==> src/rtl/f16_pkg.sv <==
// Half-precision (IEEE-754 binary16) field layout and classification helpers.
// Shared by the pooling datapath and any later compare-based stage.
package f16_pkg;

  localparam int unsigned F16_WIDTH    = 16;
  localparam logic [F16_WIDTH-1:0] F16_POS_ZERO = 16'h0000;

  localparam int unsigned F16_SIGN_BIT = 15;
  localparam int unsigned F16_EXP_MSB  = 14;
  localparam int unsigned F16_EXP_LSB  = 10;
  localparam int unsigned F16_MANT_MSB = 9;
  localparam int unsigned F16_MANT_LSB = 0;
  localparam logic [4:0]  F16_EXP_ONES = 5'h1F;

  // Exponent all ones with a non-zero mantissa.
  function automatic logic is_nan(input logic [F16_WIDTH-1:0] v);
    return (v[F16_EXP_MSB:F16_EXP_LSB] == F16_EXP_ONES) &&
           (v[F16_MANT_MSB:F16_MANT_LSB] != '0);
  endfunction

  function automatic logic is_neg(input logic [F16_WIDTH-1:0] v);
    return v[F16_SIGN_BIT];
  endfunction

  // Sign-stripped bits; ordered like the magnitude for all non-NaN values.
  function automatic logic [F16_WIDTH-2:0] mag(input logic [F16_WIDTH-1:0] v);
    return v[F16_EXP_MSB:0];
  endfunction

endpackage

==> src/rtl/max_pool_layer_pkg.sv <==
// Types and elaboration helpers local to the max-pooling stage.
package max_pool_layer_pkg;

  typedef enum logic [1:0] {
    ST_IDLE = 2'd0,
    ST_SCAN = 2'd1,
    ST_DONE = 2'd2
  } state_e;

  // Counter/index width for a range of n values; never narrower than one bit.
  function automatic int unsigned cw(input int unsigned n);
    return (n > 1) ? int'($clog2(n)) : 1;
  endfunction

endpackage

==> src/rtl/max_pool_layer_if.sv <==
// Start/map/status bundle between the pooling stage and its neighbours.
//   start   : one-cycle request (master -> slave)
//   in_map  : flat channel-major, row-major input map, element 0 in bits [0:DATA_WIDTH-1]
//   out_map : flat pooled map, same ordering (slave -> master)
//   busy    : scan in progress
//   done    : one-cycle completion pulse
interface max_pool_layer_if #(
  parameter int unsigned DATA_WIDTH = 16,
  parameter int unsigned D          = 1,
  parameter int unsigned H          = 4,
  parameter int unsigned W          = 4,
  parameter int unsigned P          = 2
);
  localparam int unsigned IN_BITS  = D * H * W * DATA_WIDTH;
  localparam int unsigned OUT_BITS = D * (H / P) * (W / P) * DATA_WIDTH;

  logic                  start;
  logic [0:IN_BITS-1]    in_map;
  logic [0:OUT_BITS-1]   out_map;
  logic                  busy;
  logic                  done;

  modport master (output start, in_map, input  out_map, busy, done);
  modport slave  (input  start, in_map, output out_map, busy, done);
endinterface

==> src/rtl/max_pool_layer_f16_max.sv <==
// Combinational binary16 maximum: a is the running value, b the candidate.
//   a, b  : operands
//   max_c : a unless b is strictly greater; NaN candidates never win, a NaN
//           running value is replaced by any non-NaN candidate, zero ties keep a.
module f16_max
  import f16_pkg::*;
(
  input  logic [F16_WIDTH-1:0] a,
  input  logic [F16_WIDTH-1:0] b,
  output logic [F16_WIDTH-1:0] max_c
);

  always_comb begin
    max_c = a;
    if (is_nan(b)) begin
      max_c = a;
    end else if (is_nan(a)) begin
      max_c = b;
    end else if ((mag(a) == '0) && (mag(b) == '0)) begin
      max_c = a;
    end else if (is_neg(a) != is_neg(b)) begin
      max_c = is_neg(a) ? b : a;
    end else if (!is_neg(a)) begin
      max_c = (mag(b) > mag(a)) ? b : a;
    end else begin
      max_c = (mag(b) < mag(a)) ? b : a;
    end
  end

endmodule

==> src/rtl/max_pool_layer.sv <==
// Float16 PxP max pooling over a latched D x H x W map, one element per cycle.
//   clk, reset : clock, asynchronous active-high reset
//   bus        : slave side of max_pool_layer_if (start, in_map, out_map, busy, done)
module max_pool_layer
  import f16_pkg::*;
  import max_pool_layer_pkg::*;
#(
  parameter int unsigned DATA_WIDTH = 16,
  parameter int unsigned D          = 1,
  parameter int unsigned H          = 4,
  parameter int unsigned W          = 4,
  parameter int unsigned P          = 2,
  parameter bit          RELU       = 1'b0
) (
  input  logic             clk,
  input  logic             reset,
  max_pool_layer_if.slave  bus
);

  localparam int unsigned OH    = H / P;
  localparam int unsigned OW    = W / P;
  localparam int unsigned IN_N  = D * H * W;
  localparam int unsigned OUT_N = D * OH * OW;
  localparam int unsigned CH_W  = cw(D);
  localparam int unsigned PR_W  = cw(OH);
  localparam int unsigned PC_W  = cw(OW);
  localparam int unsigned E_W   = cw(P);
  localparam int unsigned IB_W  = cw(IN_N * DATA_WIDTH);
  localparam int unsigned OB_W  = cw(OUT_N * DATA_WIDTH);

  state_e                      state_q, state_d;
  logic [0:IN_N*DATA_WIDTH-1]  map_q;
  logic [0:OUT_N*DATA_WIDTH-1] out_q;
  logic [CH_W-1:0]             ch_q;
  logic [PR_W-1:0]             pr_q;
  logic [PC_W-1:0]             pc_q;
  logic [E_W-1:0]              er_q, ec_q;
  logic [DATA_WIDTH-1:0]       run_max_q;
  logic                        busy_q, done_q;

  logic                        load_c, step_c;
  logic                        ec_last_c, er_last_c, pc_last_c, pr_last_c, ch_last_c;
  logic                        win_last_c, scan_last_c, first_c;
  logic [IB_W-1:0]             in_base_c;
  logic [OB_W-1:0]             out_base_c;
  logic [DATA_WIDTH-1:0]       elem_c, max_c, cand_c, wr_val_c;

  // Window element (er, ec) of output position (ch, pr, pc); trailing rows/cols never addressed.
  assign in_base_c  = IB_W'(((32'(ch_q) * H + 32'(pr_q) * P + 32'(er_q)) * W
                             + 32'(pc_q) * P + 32'(ec_q)) * DATA_WIDTH);
  assign out_base_c = OB_W'(((32'(ch_q) * OH + 32'(pr_q)) * OW + 32'(pc_q)) * DATA_WIDTH);
  assign elem_c     = map_q[in_base_c +: DATA_WIDTH];

  assign ec_last_c   = (ec_q == E_W'(P - 1));
  assign er_last_c   = (er_q == E_W'(P - 1));
  assign pc_last_c   = (pc_q == PC_W'(OW - 1));
  assign pr_last_c   = (pr_q == PR_W'(OH - 1));
  assign ch_last_c   = (ch_q == CH_W'(D - 1));
  assign first_c     = (er_q == '0) && (ec_q == '0);
  assign win_last_c  = ec_last_c && er_last_c;
  assign scan_last_c = win_last_c && pc_last_c && pr_last_c && ch_last_c;

  f16_max u_max (
    .a     (run_max_q),
    .b     (elem_c),
    .max_c (max_c)
  );

  // First element of a window seeds the running max.
  assign cand_c   = first_c ? elem_c : max_c;
  assign wr_val_c = (RELU && cand_c[DATA_WIDTH-1]) ? DATA_WIDTH'(F16_POS_ZERO) : cand_c;

  // State register.
  always_ff @(posedge clk or posedge reset) begin
    if (reset) state_q <= ST_IDLE;
    else       state_q <= state_d;
  end

  // Next-state logic.
  always_comb begin
    state_d = state_q;
    case (state_q)
      ST_IDLE: if (bus.start) state_d = ST_SCAN;
      ST_SCAN: if (scan_last_c) state_d = ST_DONE;
      ST_DONE: state_d = ST_IDLE;
      default: state_d = ST_IDLE;
    endcase
  end

  // Datapath controls decoded from state.
  always_comb begin
    load_c = 1'b0;
    step_c = 1'b0;
    case (state_q)
      ST_IDLE: load_c = bus.start;
      ST_SCAN: step_c = 1'b1;
      default: ;
    endcase
  end

  // Input snapshot so the producer may change in_map after the accepted start.
  always_ff @(posedge clk) begin
    if (load_c) map_q <= bus.in_map;
  end

  // Scan counters, running max, pooled map and status flags.
  always_ff @(posedge clk or posedge reset) begin
    if (reset) begin
      ch_q      <= '0;
      pr_q      <= '0;
      pc_q      <= '0;
      er_q      <= '0;
      ec_q      <= '0;
      run_max_q <= '0;
      out_q     <= '0;
      busy_q    <= 1'b0;
      done_q    <= 1'b0;
    end else begin
      busy_q <= (state_d == ST_SCAN);
      done_q <= (state_d == ST_DONE);
      if (load_c) begin
        ch_q      <= '0;
        pr_q      <= '0;
        pc_q      <= '0;
        er_q      <= '0;
        ec_q      <= '0;
        run_max_q <= '0;
      end else if (step_c) begin
        run_max_q <= cand_c;
        if (!ec_last_c) begin
          ec_q <= ec_q + E_W'(1);
        end else begin
          ec_q <= '0;
          if (!er_last_c) begin
            er_q <= er_q + E_W'(1);
          end else begin
            er_q <= '0;
            out_q[out_base_c +: DATA_WIDTH] <= wr_val_c;
            if (!pc_last_c) begin
              pc_q <= pc_q + PC_W'(1);
            end else begin
              pc_q <= '0;
              if (!pr_last_c) begin
                pr_q <= pr_q + PR_W'(1);
              end else begin
                pr_q <= '0;
                ch_q <= ch_last_c ? '0 : ch_q + CH_W'(1);
              end
            end
          end
        end
      end
    end
  end

  assign bus.out_map = out_q;
  assign bus.busy    = busy_q;
  assign bus.done    = done_q;

endmodule

==> src/flat_wrapper.sv <==
// flat-port wrapper written by rule: the top's interface ports become plain ports
module max_pool_layer_flat import f16_pkg::*; import max_pool_layer_pkg::*;
#(
  parameter int unsigned DATA_WIDTH = 16,
  parameter int unsigned D          = 1,
  parameter int unsigned H          = 4,
  parameter int unsigned W          = 4,
  parameter int unsigned P          = 2,
  parameter bit          RELU       = 1'b0
)
  (clk, reset, bus_start, bus_in_map, bus_out_map, bus_busy, bus_done);
  max_pool_layer_if #(.DATA_WIDTH(DATA_WIDTH), .D(D), .H(H), .W(W), .P(P)) bus_i ();
  input  logic clk;
  input  logic reset;
  input wire logic [$bits(bus_i.start)-1:0] bus_start;
  input wire logic [$bits(bus_i.in_map)-1:0] bus_in_map;
  output wire logic [$bits(bus_i.out_map)-1:0] bus_out_map;
  output wire logic [$bits(bus_i.busy)-1:0] bus_busy;
  output wire logic [$bits(bus_i.done)-1:0] bus_done;
  assign bus_i.start = bus_start;
  assign bus_i.in_map = bus_in_map;
  assign bus_out_map = bus_i.out_map;
  assign bus_busy = bus_i.busy;
  assign bus_done = bus_i.done;
  max_pool_layer #(.DATA_WIDTH(DATA_WIDTH), .D(D), .H(H), .W(W), .P(P), .RELU(RELU)) u_core (.clk(clk), .reset(reset), .bus(bus_i));
endmodule
==> config.mk <==
export PLATFORM = sky130hd
export DESIGN_NAME = max_pool_layer_flat
export DESIGN_NICKNAME = d
export VERILOG_FILES = /design/src/rtl/f16_pkg.sv /design/src/rtl/max_pool_layer_pkg.sv /design/src/rtl/max_pool_layer_if.sv /design/src/rtl/max_pool_layer_f16_max.sv /design/src/rtl/max_pool_layer.sv /design/src/flat_wrapper.sv
export SDC_FILE = /design/constraint.sdc
export NUM_CORES = 1
export LEC_CHECK = 0
export BUFFER_PORTS_ARGS = -buffer_cell sky130_fd_sc_hd__buf_2
export CAP_MARGIN = 20
export CELL_PAD_IN_SITES_DETAIL_PLACEMENT = 1
export CELL_PAD_IN_SITES_GLOBAL_PLACEMENT = 2
export CORE_MARGIN = 2
export CORE_UTILIZATION = 34
export CTS_BUF_LIST = sky130_fd_sc_hd__clkbuf_4 sky130_fd_sc_hd__clkbuf_8 sky130_fd_sc_hd__clkbuf_16
export DETAILED_ROUTE_END_ITERATION = 8
export PLACE_DENSITY_LB_ADDON = 0.1
export SYNTH_ARGS = -nofsm -noshare
export SYNTH_HDL_FRONTEND = slang
export SYNTH_HIERARCHICAL = 1
export SYNTH_SLANG_ARGS = --single-unit
==> constraint.sdc <==
create_clock -name clk -period 19.9 [get_ports clk]
set_clock_uncertainty 0.05 [all_clocks]
set_input_delay 3.98 -clock clk [delete_from_list [all_inputs] [get_ports clk]]
set_output_delay 3.98 -clock clk [all_outputs]
set_load 0.005 [all_outputs]
Yosys cells after proc, flatten, opt, wreduce, memory -nomap -nowiden
Cells that the tools add are included.

Register bits: 345. Input bits: 259. Output and inout bits: 66. Word-level logic and storage cells: 105.

Add/sub/neg operators: 12. Order comparisons: 2. Equal/unequal tests: 6. Shift-type cells: 3. Mux-type cells: 42. Bitwise gates (word level): 6. Reduce and logical (&&, ||, !) cells: 23.

Operators with widths (number): 256-bit by 9-bit variable part select with 257-bit output (1); 16-bit two-way mux (11); 65-bit by 8-bit variable shift with 64-bit output, first input constant (1); 65-bit by 8-bit variable part select with 64-bit output (1); 64-bit bitwise mux (1); 15-bit zero test (2); 1-bit two-way mux (27); 10-bit nonzero test (2); 15-bit > comparator (1); 15-bit less-than comparator (1); 5-bit equality test, second input constant (2); 2-bit nonzero test (5); 8-bit inverter with 9-bit output (1); 1-bit logical AND (8); 7-bit negation with 8-bit output (1); 4-bit AND reduction (2); 6-bit inverter with 7-bit output (1); 1-bit adder, second input constant (5); 5-bit AND reduction (1); 2-bit by 1-bit adder with 2-bit output (2); 4-bit by 1-bit adder with 4-bit output (1); 4-bit by 2-bit adder with 4-bit output (1); 2-bit by 1-bit equality test with 1-bit output, second input constant (2); 2-bit two-way mux (2); 9 further kinds (12).

Logic depth before layout (Yosys ltp)
Gate-level depths: netlist (run 1).

Depth in word-level cells: 16. Depth in mapped cells: 17. Depth with buffers taken out: 13.

Modules after synthesis
The synthesis (run 1) kept the hierarchy.

By module, submodules not included: max_pool_layer (instances 1, cells an instance 779, area an instance 13351.6 µm², seq. area each 9889.5 µm²); f16_max (instances 1, cells an instance 197, area an instance 1463.9 µm², seq. area each 0.0 µm²).

Least setup slack after synthesis (run 1)
No wires, ideal clock.

Kind: input to register. Start point: input bus_start. End point: register u_core/map_q[0] in the netlist's numbering, enable pin. Library setup time: 1.241 ns. Data arrival time: 22.231 ns. Data required time: 18.609 ns. Slack: -3.621 ns. Stages on the path: 1. Path buffers: 0. Path through: nor3b_1.

Word-level cells in the longest chain between the ends: 1.

RTL lines: from (decl) (line flat_wrapper.sv:15) `input wire logic [$bits(bus_i.start)-1:0] bus_start;`; 1-bit two-way mux (line max_pool_layer.sv:94) `case (state_q)`; to (signal assigned) (line max_pool_layer.sv:103) `if (load_c) map_q <= bus.in_map;`; to (decl) (line max_pool_layer.sv:32) `logic [0:IN_N*DATA_WIDTH-1] map_q;`.

No other way between the ends. A chain may end at the register's enable or synchronous reset.

Worst setup path after layout (run 1)
Start point: register u_core.er_q (netlist: u_core/er_last_c). End point: register u_core.run_max_q[1].

Word-level cells in the longest chain between the ends: 15. Elaborated cells between the ends (all ways): 26. Classes of those cells: add/sub (3); order compare (2); eq/ne (2); shift (1); mux (11); bitwise (2); reduce/logical (5).

RTL lines: from (decl) (line max_pool_layer.sv:37) `logic [E_W-1:0] er_q, ec_q;`; from (signal assigned) (line max_pool_layer.sv:135) `er_q <= er_q + E_W'(1);`; 2-bit by 1-bit adder with 2-bit output * (line max_pool_layer.sv:49) `assign in_base_c = IB_W'(((32'(ch_q) * H + 32'(pr_q) * P + 32'(er_q)) * W`; 4-bit by 2-bit adder with 4-bit output * (line max_pool_layer.sv:50) `+ 32'(pc_q) * P + 32'(ec_q)) * DATA_WIDTH);`; 4-bit by 1-bit adder with 4-bit output * (line max_pool_layer.sv:50); 8-bit inverter with 9-bit output (implied by the code) * (line max_pool_layer.sv:52) `assign elem_c = map_q[in_base_c +: DATA_WIDTH];`; 256-bit by 9-bit variable part select with 257-bit output * (line max_pool_layer.sv:52); named net u_core.elem_c[8] (line max_pool_layer.sv:46) `logic [DATA_WIDTH-1:0] elem_c, max_c, cand_c, wr_val_c;`; 15-bit > comparator / 15-bit less-than comparator (equally long branches) (line max_pool_layer_f16_max.sv:24, max_pool_layer_f16_max.sv:26); 16-bit two-way mux (on tied branches) (line max_pool_layer_f16_max.sv:24, max_pool_layer_f16_max.sv:26); 16-bit two-way mux (line max_pool_layer_f16_max.sv:23) `end else if (!is_neg(a)) begin`; 16-bit two-way mux (line max_pool_layer_f16_max.sv:21) `end else if (is_neg(a) != is_neg(b)) begin`; 16-bit two-way mux (line max_pool_layer_f16_max.sv:19) `end else if ((mag(a) == '0) && (mag(b) == '0)) begin`; 16-bit two-way mux (line max_pool_layer_f16_max.sv:17) `end else if (is_nan(a)) begin`; 16-bit two-way mux * (line max_pool_layer_f16_max.sv:15) `if (is_nan(b)) begin`; named net u_core.max_c[1] (line max_pool_layer.sv:46); 16-bit two-way mux * (line max_pool_layer.sv:70) `assign cand_c = first_c ? elem_c : max_c;`; 16-bit two-way mux * (line max_pool_layer.sv:128) `end else if (step_c) begin`; 16-bit two-way mux * (line max_pool_layer.sv:121) `if (load_c) begin`; to (signal assigned) (line max_pool_layer.sv:129) `run_max_q <= cand_c;`; to (decl) (line max_pool_layer.sv:38) `logic [DATA_WIDTH-1:0] run_max_q;`.

Mark *: on every way through the listed nets, which the timed path passes. The rest lies on a longest branch. The select of a mux whose other input is x is not followed.

==> impl_metrics.yaml, run 1 <==
synth:
  syn-num-nets: 1251
  yosysSeqAreaShare_pct: 66.8
  ys.flop_type: "edfxtp_1"
  avgSynthCellArea_sq_um: 15.2
  ys_types: 61
  synthDominantCellAreaShare_pct: 51.9
  synthMostInstantiatedCell: "edfxtp_1"
  synth_common_cells: "edfxtp_1 (256), mux2i_1 (125), dfrtp_1 (88), nand2_1 (53), o21ai_0 (46)"
  async_flop_share_pct: 25.6
  yosysTopAreaCell: "edfxtp_1"
  synth_edf_count: 256
  postSynthCellCount: 976
  synth.area.top_cells: "edfxtp_1 (52%), dfrtp_1 (15%), mux2i_1 (8.4%), a22o_1 (2.0%), mux2_2 (1.7%)"
  synth_area_sq_um: 14800
  ys_warn_count: 6
  ys_seq_elements: 344
floorplanning:
  die_width_um: 213
  num_rows: 76
  die_h_um: 213
  initial_core_util_pct: 34.4
  dieArea_sq_um: 45300
  core_area_sq_um: 43100
  ios: 325
worst_setup_path:
  critPathKind: "flip-flop to flip-flop"
  crit_path_max_fanout: 41
  cp-end-kind: "flip-flop"
  crit_chain: "buf_4, mux2i_1, a222oi_1, a22o_1, ha_1, a21oi_1, o21ai_1, a221oi_4, a21o_4, a221oi_1, o31ai_1, a22o_1, a31o_2"
  cp.arrival_ns: 6.57
  crit_path_frequent_cell: "a22o_1"
  cp_slowest_cell: "a221oi_4"
  critPathTopFamily: "compound AO/OA/AOI/OAI gates"
  r2r_slack_ns: 13.77
  cp_num_buf_inv: 1
  critPathLaunchType: "flip-flop"
  r2r_end: "u_core/run_max_q[1]"
  slowest_delay_ns: 0.87
  cp.required_ns: 20.34
  r2r_start: "u_core/er_last_c"
  ff2ff_path_depth: 13
global_routing:
  grt.total_usage_pct: 20.9
  grt_antenna_before_repair: 15
  grt_pass1_vias: 10600
  grt_overflow_total: 0
  grt_max_degree: 191
  grt_pass1_wl_um: 68400
timing:
  finalCriticalPeriod_ns: 6.13
  slew_headroom_pct: 28.1
  max_freq_mhz: 163
  maxSlewViolCount: 0
  fin_setup_tns_ns: 0
  fin_ws_ns: 13.77
  rsz0062_at_grt: "no"
  timing_hold_violations_final: 0
  worst_pin_slew_ns: 1.07
  setup_viol: 0
  period_share_pct: 30.8
run:
  cap_violations: 0
final_layout:
  nets: 1567
  drive_gt1_share_pct: 37.7
  stdcell_area_sq_um: 18400
  area_delta_synth_final_pct: 23.9
  final_cells: 1913
worst_hold_path:
  min-delay-start: "u_core/bus.out_map[41]"
  hold_end: "u_core/bus.out_map[41]"
  whs_path_depth: 2
  worstHoldPathType: "flip-flop to flip-flop"
route:
  drt-initial-drc-count: 779
  avgRoutedWirePerCell_um: 24.5
  vias_per_cell: 5.16
  routed_wl_um: 46800
  ant_nets: 0
  drc_errors: 0
  num_vias: 9872
  drt_pass1_iterations: 5
cts:
  cts_inserted_buffers: 41
  cts-root-buf: "clkbuf_16"
  cts_hold_buffers: 0
  clk_pin_slew_ns: 0.05
  cts_tree: "built"
  ctsLongestPathBuffers: 3
  cts_setup_buffers: 0
  clock_sinks: 344
  htree_num_levels: 2
  clock_latency_ns: 0.56
  cts_resized: 0
power:
  p_per_area_nw_per_um2: 184
  peakVddDrop_v: 0.0000883
  leakagePower_nw: 7.50
place:
  place_area_sq_um: 17000
  dp.cells: 1833
  place_hpwl_um: 33400
  portBuffers: 324
  gp_congestion: 0.761
  pre_cts_ws_ns: 13.55
run_status:
  status: "completed"
[routing by layer]
layer | wire (um) | share of wire (%) | GRT usage [%]
met1 | 19800 | 42 | 26.7
met2 | 22800 | 49 | 34.6
met3 | 2760 | 5.9 | 4.69
met4 | 1380 | 2.9 | 7.98
met5 | 115 | 0.25 | 0
[worst max-delay path by stage]
stage | from | end | slack, ns | cells past startpoint
floorplan | bus_start | u_core/map_q[0] | 5.47 | 1
global placement | bus_start | u_core/map_q[107] | 13.58 | 4
detailed placement | bus_start | u_core/map_q[250] | 13.55 | 4
CTS | u_core/er_last_c | u_core/bus.out_map[46] | 13.82 | 13
global route | u_core/er_last_c | u_core/bus.out_map[46] | 13.43 | 13
finish | u_core/er_last_c | u_core/run_max_q[1] | 13.77 | 13
[worst reg2reg max path: cells and delay by family (launching register included)]
kind,cells,cell delay [ns]
flops,1,0.85
compound gates,10,4.01
fa+ha+maj,1,0.30
mux,1,0.21
buf+inv,1,0.66
[state kept, by name (all words and copies together) (netlist names)]
signal / count
u_core/run_max_q: 16
u_core/er_last_c: 1
u_core/bus.out_map: 64
u_core/map_q: 256
u_core/ec_last_c: 1
u_core/state_q: 2
u_core/pr_last_c: 1
u_core/bus.busy: 1
u_core/pc_last_c: 1
u_core/bus.done: 1
[cells in the final DEF (no fill, tap or decap), drive strengths merged, types with 31 or more instances in the layout]
| cell type | Yosys | routed |
|---|---|---|
| nand2 | 54 | 54 |
| mux2i | 125 | 125 |
| edfxtp | 256 | 256 |
| o21ai | 51 | 51 |
| mux2 | 34 | 34 |
| a22o | 34 | 34 |
| dfrtp | 88 | 88 |
| a31o | 31 | 31 |
| buf | 39 | 338 |
| clkbuf | 26 | 53 |
| a21oi | 38 | 38 |
[layout make-up]
cell class	instances	area, sq um
Clock inverter	20	219
Clock buffer	53	1130
Multi-Input combinational cell	549	4520
Antenna cell	6	15.0
Timing Repair Buffer	338	1760
Inverter	18	68.8
Tap cell	585	732
Sequential cell	344	9900
Fill cell	4508	24700
[through the flow]
stage	total power, W	util (%)	hold WS, ns
after CTS	0.00342	42.5	0.430
after global routing	0.00360	42.6	0.461
after detailed placement	0.00266	39.4	0.417
after floorplan	0.00218	-	0.423
after global placement	0.00263	39.3	0.411
final	0.00338	42.6	0.425
[logic make-up (layout without fill, tap and decap cells)]
logic type	after synthesis	after routing	share of synthesized area [%]
compound gates	257	257	13.1
fa+ha+maj	16	16	1.35
buf+inv	83	429	2.99
flops	344	344	66.8
mux	161	161	11.6
other cells	0	6	0
simple gates	115	115	4.21
[report_power, final]
group,total (W),switching [W],leakage [nW],internal (W)
combinational,0.00155,0.000960,3.38,0.000586
sequential,0.00108,0.000121,3.44,0.000959
clock,0.000750,0.000295,0.674,0.000455
No activity file was read; power rests on OpenSTA's default activity.
==> inputs of run 2 (changes only) <==
Clock period 19.9 ns to 5.3 ns, I/O delays scaled along.
==> impl_metrics.yaml, run 2 (synthesized netlist as in run 1, its figures left out) <==
floorplanning:
  num_rows: 76
  core_area_sq_um: 43100
  die_width_um: 213
  dieArea_sq_um: 45300
  ios: 325
  initial_core_util_pct: 34.4
  die_h_um: 213
cts:
  htree_num_levels: 2
  cts_inserted_buffers: 40
  cts_resized: 0
  cts_setup_buffers: 0
  cts_hold_buffers: 0
  clock_latency_ns: 0.58
  cts-root-buf: "clkbuf_16"
  clk_pin_slew_ns: 0.06
  clock_sinks: 344
  ctsLongestPathBuffers: 3
  cts_tree: "built"
worst_setup_path:
  cp.required_ns: 5.73
  cp-end-kind: "flip-flop"
  critPathLaunchType: "flip-flop"
  r2r_slack_ns: 0.50
  cp.arrival_ns: 5.23
  critPathKind: "flip-flop to flip-flop"
  crit_path_max_fanout: 58
route:
  avgRoutedWirePerCell_um: 24.3
  drt_pass1_iterations: 5
  drc_errors: 0
  vias_per_cell: 5.13
  drt-initial-drc-count: 735
  num_vias: 9971
  routed_wl_um: 47100
  ant_nets: 0
power:
  finalPower_w: 0.0129
  switchingPower_w: 0.00518
  clkPwrFrac_pct: 20.8
  peakVddDrop_v: 0.000336
  p_int_w: 0.00767
  leakagePower_nw: 7.61
  p_per_area_nw_per_um2: 693
  netSwitchingFraction_pct: 40.3
  seqPwrFrac_pct: 30.9
  pwr-share-comb_pct: 48.3
timing:
  setup_viol: 0
  period_share_pct: 90.6
  timing_hold_violations_final: 0
  slew_headroom_pct: 24.6
  finalCriticalPeriod_ns: 4.80
  worst_pin_slew_ns: 1.13
  maxSlewViolCount: 0
  fin_setup_tns_ns: 0
  rsz0062_at_grt: "no"
  max_freq_mhz: 208
final_layout:
  layout_common_cells: "buf_2 (324), edfxtp_1 (256), mux2i_1 (125)"
  top_register: "u_core/map_q"
  final_core_util_pct: 43.1
  drive_gt1_share_pct: 38.9
  nets: 1593
  final_cells: 1942
  largest_register_ffs: 256
  area_delta_synth_final_pct: 25.2
  fill_cells: 4452
  final_common_cell: "buf_2"
global_routing:
  grt.total_usage_pct: 20.8
  grt_antenna_before_repair: 23
  grt_max_degree: 96
  grt_overflow_total: 0
  grt_pass1_vias: 10500
  grt_pass1_wl_um: 68400
worst_hold_path:
  worstHoldPathType: "flip-flop to flip-flop"
place:
  gp_congestion: 0.796
  place_hpwl_um: 34500
  portBuffers: 324
  dp.cells: 1860
run_status:
  status: "completed"
run:
  cap_violations: 0
-- run 2: stage by stage --
step	area, sq um	setup slack (ns)	hold WS [ns]
after detailed placement	17200	0.527	0.415
after global routing	18500	0.248	0.454
final	18500	0.497	0.422
after CTS	18500	0.526	0.429
after global placement	17200	0.549	0.412
after floorplan	14800	-2.75	0.423
-- run 2: worst paths after layout --
check / startpoint / endpoint / cells after the start
worst max-delay path: u_core/er_last_c / u_core/bus.out_map[38] / 15
worst min-delay path: u_core/bus.out_map[39] / u_core/bus.out_map[39] / 2
worst max register to register: u_core/er_last_c / u_core/bus.out_map[38] / 15
worst min register to register: u_core/bus.out_map[39] / u_core/bus.out_map[39] / 2
max in group asynchronous: reset / u_core/ec_last_c / 3
min in group asynchronous: reset / u_core/run_max_q[14] / 2
-- run 2: final cells by class --
cell class              count  area, sq um  area share (%)
flip-flops and latches    344         9900            53.4
multi-input cells         549         4520            24.4
repair buffers            365         2020            10.9
clock buffers              50         1080            5.80
well taps                 585          732            3.95
clock inverters            19          193            1.04
inverters                  18         68.8           0.371
diodes                     12         30.0           0.162
-- run 2: layer usage --
layer  wire length (um)  share of wire [%]  up-vias  GRT usage, %
met1              19400                 41     4998          25.7
met2              23400                 50      295          35.5
li1                   -                  -     4581             -
met3               3130                6.6       75          5.78
met5                147               0.31        -             0
met4               1050                2.2       22          6.27
-- run 2: power groups by stage --
stage / registers [W] / logic (W) / clock network [W]
final: 0.00398 / 0.00620 / 0.00267
after global routing: 0.00405 / 0.00678 / 0.00286
after CTS: 0.00399 / 0.00629 / 0.00276
after detailed placement: 0.00404 / 0.00626 / 0
after global placement: 0.00403 / 0.00618 / 0
after floorplan: 0.00396 / 0.00417 / 0
-- run 2: worst max-delay path: stages (launching register included) --
cell and delay, ns:
dfrtp_4 0.45, buf_12 0.32, mux2i_1 0.18, a222oi_1 0.53
a22o_1 0.41, ha_1 0.35, and3_4 0.22, o21a_2 0.13
a221oi_4 0.44, buf_4 0.25, a31o_2 0.16, a21oi_1 0.04
o31ai_1 0.56, buf_4 0.25, nand2_1 0.10, o21ai_0 0.18
